## src/rtl/clock_div_meter_if.sv

```systemverilog
// Measurement bus between the divided-clock meter and its consumer.
// The meter (master) drives the results and the consumer (slave) drives enable and the clock under test.
interface clock_div_meter_if #(
    parameter int CNT_W = 8
);
    logic             enable;
    logic             meas_in;
    logic [CNT_W-1:0] period;
    logic [CNT_W-1:0] high_time;
    logic [2:0]       div_factor;
    logic             meas_valid;
    logic             locked;
    logic             timeout;

    modport master (
        input  enable,
        input  meas_in,
        output period,
        output high_time,
        output div_factor,
        output meas_valid,
        output locked,
        output timeout
    );

    modport slave (
        output enable,
        output meas_in,
        input  period,
        input  high_time,
        input  div_factor,
        input  meas_valid,
        input  locked,
        input  timeout
    );
endinterface

```

## src/rtl/clock_div_meter.sv

```systemverilog
// Measures period and high time of a divided clock and recovers its divide factor.
// It also flags lock on a stable period and timeout when the input stops toggling.
module clock_div_meter #(
    parameter int CNT_W      = 8,
    parameter int LOCK_COUNT = 4,
    parameter int TIMEOUT    = 255
) (
    input  logic              clk,
    input  logic              rst_n,
    clock_div_meter_if.master bus
);
    localparam int               MW       = $clog2(LOCK_COUNT + 1);
    localparam logic [CNT_W-1:0] CNT_MAX  = {CNT_W{1'b1}};
    localparam logic [CNT_W-1:0] TO_LIM   = CNT_W'(TIMEOUT);
    localparam logic [MW-1:0]    LOCK_LIM = MW'(LOCK_COUNT);

    typedef enum logic [1:0] {
        ST_IDLE    = 2'd0,
        ST_ARM     = 2'd1,
        ST_MEASURE = 2'd2,
        ST_LOCKED  = 2'd3
    } state_t;

    function automatic logic [CNT_W-1:0] sat_inc(input logic [CNT_W-1:0] v);
        return (v == CNT_MAX) ? v : v + CNT_W'(1);
    endfunction

    // Generator high phase is factor+2 cycles; difference taken one bit wider to catch underflow.
    function automatic logic [2:0] clamp_div(input logic [CNT_W-1:0] h);
        logic [CNT_W:0] d;
        d = {1'b0, h} - (CNT_W+1)'(2);
        if (d[CNT_W]) begin
            return 3'd0;
        end else if (d > (CNT_W+1)'(7)) begin
            return 3'd7;
        end else begin
            return d[2:0];
        end
    endfunction

    state_t           state_r;
    logic             meas_ff1_r;
    logic             meas_s_r;
    logic             meas_d_r;
    logic [CNT_W-1:0] per_cnt_r;
    logic [CNT_W-1:0] hi_cnt_r;
    logic [MW-1:0]    match_r;
    logic [CNT_W-1:0] period_r;
    logic [CNT_W-1:0] high_r;
    logic [2:0]       div_r;
    logic             valid_r;
    logic             locked_r;
    logic             timeout_r;

    logic             rise_s;
    logic [CNT_W-1:0] per_inc_s;
    logic [CNT_W-1:0] hi_inc_s;
    logic [MW-1:0]    match_next_s;
    logic             lock_next_s;
    logic             expire_s;

    // Next-value helpers for the counters and the match tracker.
    always_comb begin
        rise_s    = meas_s_r & ~meas_d_r;
        per_inc_s = sat_inc(per_cnt_r);
        hi_inc_s  = sat_inc(hi_cnt_r);
        expire_s  = (per_inc_s >= TO_LIM);
        if (per_inc_s == period_r) begin
            if (match_r >= LOCK_LIM) begin
                match_next_s = LOCK_LIM;
            end else begin
                match_next_s = match_r + MW'(1);
            end
        end else begin
            match_next_s = MW'(1);
        end
        lock_next_s = (match_next_s >= LOCK_LIM);
    end

    // Two-flop synchronizer plus edge-detect delay for the asynchronous input.
    always_ff @(posedge clk) begin
        if (!rst_n) begin
            meas_ff1_r <= 1'b0;
            meas_s_r   <= 1'b0;
            meas_d_r   <= 1'b0;
        end else begin
            meas_ff1_r <= bus.meas_in;
            meas_s_r   <= meas_ff1_r;
            meas_d_r   <= meas_s_r;
        end
    end

    // Measurement FSM with counters and registered outputs.
    always_ff @(posedge clk) begin
        if (!rst_n) begin
            state_r   <= ST_IDLE;
            per_cnt_r <= '0;
            hi_cnt_r  <= '0;
            match_r   <= '0;
            period_r  <= '0;
            high_r    <= '0;
            div_r     <= 3'd0;
            valid_r   <= 1'b0;
            locked_r  <= 1'b0;
            timeout_r <= 1'b0;
        end else begin
            valid_r <= 1'b0;
            if (!bus.enable) begin
                state_r   <= ST_IDLE;
                per_cnt_r <= '0;
                hi_cnt_r  <= '0;
                match_r   <= '0;
                period_r  <= '0;
                high_r    <= '0;
                div_r     <= 3'd0;
                locked_r  <= 1'b0;
                timeout_r <= 1'b0;
            end else begin
                case (state_r)
                    ST_IDLE: begin
                        state_r   <= ST_ARM;
                        per_cnt_r <= '0;
                        hi_cnt_r  <= '0;
                    end
                    ST_ARM: begin
                        if (rise_s) begin
                            state_r   <= ST_MEASURE;
                            per_cnt_r <= '0;
                            hi_cnt_r  <= CNT_W'(1);
                            timeout_r <= 1'b0;
                        end else if (expire_s) begin
                            timeout_r <= 1'b1;
                            locked_r  <= 1'b0;
                            match_r   <= '0;
                            per_cnt_r <= '0;
                        end else begin
                            per_cnt_r <= per_inc_s;
                        end
                    end
                    ST_MEASURE, ST_LOCKED: begin
                        if (rise_s) begin
                            // The rise cycle itself belongs to the new period and is high.
                            valid_r   <= 1'b1;
                            period_r  <= per_inc_s;
                            high_r    <= hi_cnt_r;
                            div_r     <= clamp_div(hi_cnt_r);
                            match_r   <= match_next_s;
                            locked_r  <= lock_next_s;
                            state_r   <= lock_next_s ? ST_LOCKED : ST_MEASURE;
                            per_cnt_r <= '0;
                            hi_cnt_r  <= CNT_W'(1);
                        end else if (expire_s) begin
                            state_r   <= ST_ARM;
                            timeout_r <= 1'b1;
                            locked_r  <= 1'b0;
                            match_r   <= '0;
                            per_cnt_r <= '0;
                            hi_cnt_r  <= '0;
                        end else begin
                            per_cnt_r <= per_inc_s;
                            hi_cnt_r  <= meas_s_r ? hi_inc_s : hi_cnt_r;
                        end
                    end
                    default: begin
                        state_r <= ST_IDLE;
                    end
                endcase
            end
        end
    end

    assign bus.period     = period_r;
    assign bus.high_time  = high_r;
    assign bus.div_factor = div_r;
    assign bus.meas_valid = valid_r;
    assign bus.locked     = locked_r;
    assign bus.timeout    = timeout_r;
endmodule
```

## src/flat_wrapper.sv

```systemverilog
// flat-port wrapper written by rule: the top's interface ports become plain ports
module clock_div_meter_flat 
#(
    parameter int CNT_W      = 8,
    parameter int LOCK_COUNT = 4,
    parameter int TIMEOUT    = 255
)
  (clk, rst_n, bus_enable, bus_meas_in, bus_period, bus_high_time, bus_div_factor, bus_meas_valid, bus_locked, bus_timeout);
  clock_div_meter_if #(.CNT_W(CNT_W)) bus_i ();
  input  logic clk;
  input  logic rst_n;
  input wire logic [$bits(bus_i.enable)-1:0] bus_enable;
  input wire logic [$bits(bus_i.meas_in)-1:0] bus_meas_in;
  output wire logic [$bits(bus_i.period)-1:0] bus_period;
  output wire logic [$bits(bus_i.high_time)-1:0] bus_high_time;
  output wire logic [$bits(bus_i.div_factor)-1:0] bus_div_factor;
  output wire logic [$bits(bus_i.meas_valid)-1:0] bus_meas_valid;
  output wire logic [$bits(bus_i.locked)-1:0] bus_locked;
  output wire logic [$bits(bus_i.timeout)-1:0] bus_timeout;
  assign bus_i.enable = bus_enable;
  assign bus_i.meas_in = bus_meas_in;
  assign bus_period = bus_i.period;
  assign bus_high_time = bus_i.high_time;
  assign bus_div_factor = bus_i.div_factor;
  assign bus_meas_valid = bus_i.meas_valid;
  assign bus_locked = bus_i.locked;
  assign bus_timeout = bus_i.timeout;
  clock_div_meter #(.CNT_W(CNT_W), .LOCK_COUNT(LOCK_COUNT), .TIMEOUT(TIMEOUT)) u_core (.clk(clk), .rst_n(rst_n), .bus(bus_i));
endmodule
```

## config.mk

```make
export PLATFORM = sky130hd
export DESIGN_NAME = clock_div_meter_flat
export DESIGN_NICKNAME = d
export VERILOG_FILES = /design/src/rtl/clock_div_meter_if.sv /design/src/rtl/clock_div_meter.sv /design/src/flat_wrapper.sv
export SDC_FILE = /design/constraint.sdc
export NUM_CORES = 1
export LEC_CHECK = 0
export ABC_AREA = 1
export CAP_MARGIN = 20
export CORE_MARGIN = 1.5
export CORE_UTILIZATION = 59
export CTS_BUF_LIST = sky130_fd_sc_hd__clkbuf_8
export DETAILED_ROUTE_END_ITERATION = 12
export PLACE_DENSITY = 0.95
export SLEW_MARGIN = 5
export SYNTH_ARGS = -nofsm -noshare
export SYNTH_HDL_FRONTEND = slang
export SYNTH_SLANG_ARGS = --single-unit
export TNS_END_PERCENT = 30
```

## constraint.sdc

```tcl
create_clock -name clk -period 2.6 [get_ports clk]
set_input_delay 0.26 -clock clk [delete_from_list [all_inputs] [get_ports clk]]
set_output_delay 0.26 -clock clk [all_outputs]
set_load 0.01 [all_outputs]
```

==> results by group <==
Logic synthesis
  • Fraction of registers with async set/reset: 0
  • Number of synthesized flops with an enable pin: 0
  • Synth cell types: 29
  • Mapped Area: 2480 um^2
  • Yosys warns: 0
  • Sequential share of the synthesized area: 0.371
  • #FFs+latches synth: 46
  • Mean Syn Cell Area: around 6.8 um^2
  • Synth Instances: around 370
  • Syn nets: roughly 380
  • Top FF cell, synth: dfxtp_1

Floorplan
  • Core Rows: 23
  • Area of the die: 4610 um^2
  • Die Y: 67.9 um
  • I/O pin cnt: 26
  • Die Span X: 67.9 um
  • Initial Util: 0.617
  • Core area: a little over 4000 um^2

Drt
  • Wirelength per Cell: between 10 and 15 um
  • Initial DRC count: approximately 120
  • Detail Route Antenna Nets: 0
  • DRT Wirelength: ~5600 um
  • Vias: ~2400
  • Pre-antenna DRT Iters: 4
  • Residual DRC: 0
  • Vias/cell: approximately 5.4

Setup path
  • Critical Path, Cell by Cell: ha_1, nand2_2, nor2_4, nand2_4, nand2_1, nand2_1, nor3_4, nand2_4, nand3_2, nand3_4, nor2_1, nor2_1
  • Worst-path maximum fanout: 16
  • Worst R2R Setup Slack: 0.37 ns
  • Top delay family on crit path: simple AND/OR/NAND/NOR gates
  • Startpoint types: flop
  • Critical Path End Type: flop
  • CP Class: reg -> reg
  • Bufs and invs on worst path: 0
  • Worst path required time: 2.80 ns
  • Critical Path Max Stage Delay: roughly 0.4 ns
  • CP arrival: 2.43 ns
  • CP max-delay cell: dfxtp_1

STA
  • Final Hold Fails: 0
  • Setup Skew: around 0.0024 ns
  • Max-slew violation total from the final report: 0
  • Setup TNS: 0 ns
  • Final period util: 0.856
  • Worst Tran Pin Value: approximately 0.66 ns
  • Fin crit period: around 2.2 ns
  • Slew margin rel.: 0.558
  • Unrepaired setup endpoints after global routing: false
  • Hold WS: 0.432 ns
  • FMAX: between 400 and 500 MHz
  • # setup viols final: 0

Clock tree
  • H-tree depth: 2
  • TritonCTS clock tree: yes
  • Total setup buffers inserted after CTS: 0
  • CTS clk-pin slew, worst paths: 0.08 ns
  • CTS sink cnt: 46
  • CTS Buf Count: 5
  • Later-pin clock latency in the skew report: around 0.30 ns
  • Post-CTS Resized: 0
  • CTS Buffer Depth: 2
  • Root buffer cell: clkbuf_8
  • Post-CTS Hold Fix Bufs: 0

Placement
  • DP Cell Count: between 400 and 500
  • # port buffers: 25
  • GPL Wtd Cong: approximately 0.84
  • Dpl hpwl: 4010 um

Job
  • Max-cap violations: 0

Layout
  • Final cell count without fillers: roughly 440
  • Nets: ~400
  • Area occupied by multi-input gates: 1320 um^2
  • Commonest non-fill, non-tap cell in the layout: nand2_1
  • Area grow syn2layout: 14.4%
  • Diodes inserted: 0
  • Register area: around 900 um^2
  • Commonest non-fill, non-tap cells in the layout: 81 x nand2_1, 51 x inv_1, 48 x nor2_1
  • Fraction of layout cells with a size suffix above 1: 0.0767
  • Final Util: 0.706
  • Fill cells: between 300 and 400

Global routing
  • Initial antenna violation count: 0
  • First-pass GRT wire length: 9180 um
  • Largest net degree at the start of global routing: 25
  • Tot GR Track Use: 0.264
  • Vias in the first global route: 2262
  • Gr ovfl total: 0

Pwr
  • Clock share of power: 0.336
  • P_sw: roughly 290 uW
  • Combinational fraction of design power: 0.066
  • Seq pwr share: 0.598
  • Leak: 0.00117 uW
  • Worst vdd ir: about 0.3 mV
  • Sw Share: 0.239
  • Internal Power: around 920 uW
  • P per Cell Area: about 420 nW/um^2

Hold path
  • Hold crit path type: reg -> reg

Run status
  • Status: complete, no violations
[worst register-to-register path, stage by stage (launching register included)]
cell,delay (ns)
dfxtp_1,0.40
ha_1,0.28
nand2_2,0.11
nor2_4,0.14
nand2_4,0.13
nand2_1,0.15
nand2_1,0.11
nor3_4,0.18
nand2_4,0.13
nand3_2,0.11
nand3_4,0.17
nor2_1,0.15
nor2_1,0.06
[cell families after synthesis]
family,share of synthesized area
buffers and inverters,0.0987
xor gates and xnor gates,0.0211
and+or+nand+nor,0.354
AOI/OAI and AO/OA,0.115
DFF,0.371
adders and majority gates,0.0403
[synth_stat cells, types with 3 or more instances]
master    count  area, um^2
a21oi_1      32         160
clkbuf_1      7        26.3
dfxtp_1      46         921
ha_1          8         100
inv_1        49         184
nand2_1      81         304
nand2_2       9        56.3
nand2_4       3        33.8
nand3_1      28         140
nand3_2       3        30.0
nand4_1       5        31.3
nor2_1       48         180
nor3_1        3        15.0
o21ai_0      21         105
xor2_1        4        35.0
[routing by layer]
metal | track usage | routed length (um)
met1 | 0.280 | 2350
met5 | 0 | 0
met2 | 0.495 | 2920
met3 | 0.0526 | 192
met4 | 0.133 | 139
[per-stage QoR]
stage	power, uW	setup WS (ns)	area [um^2]
3_5_place_dp	813	0.400	2770
4_1_cts	1210	0.390	2840
3_3_place_gp	809	0.536	2770
6_report	1200	0.374	2840
2_1_floorplan	793	0.670	2480
5_1_grt	1250	0.152	2840
[final timing paths]
path,start,to,cells past startpoint
max,u_core.per_cnt_r[0],u_core.hi_cnt_r[4],12
max reg2reg,u_core.per_cnt_r[0],u_core.hi_cnt_r[4],12
min,u_core.meas_ff1_r,u_core.meas_s_r,2
min reg2reg,u_core.meas_ff1_r,u_core.meas_s_r,2
[cell type report]
cell class / count / share of cell area
Sequential cell: 46 / 0.324
Tap cell: 50 / 0.0220
Timing Repair Buffer: 28 / 0.0960
Inverter: 51 / 0.0673
Clock inverter: 2 / 0.00264
Multi-Input combinational cell: 259 / 0.464
Clock buffer: 5 / 0.0242
[registers in the layout, indices dropped and copies added, names as in the netlist, 2 cells and up]
register               cells
u_core.bus.high_time       8
u_core.bus.period          8
u_core.hi_cnt_r            8
u_core.per_cnt_r           8
u_core.bus.div_factor      3
u_core.match_r             3
u_core.state_r             2
[power groups by stage]
stage          Sequential [uW]  Combinational (uW)  Clock [uW]
6_report                   720                79.0         404
5_1_grt                    721                89.4         437
4_1_cts                    719                77.5         411
3_5_place_dp               736                76.6           0
3_3_place_gp               736                73.5           0
2_1_floorplan              734                59.2           0
Note: power is estimated with default switching activity, not from simulation.
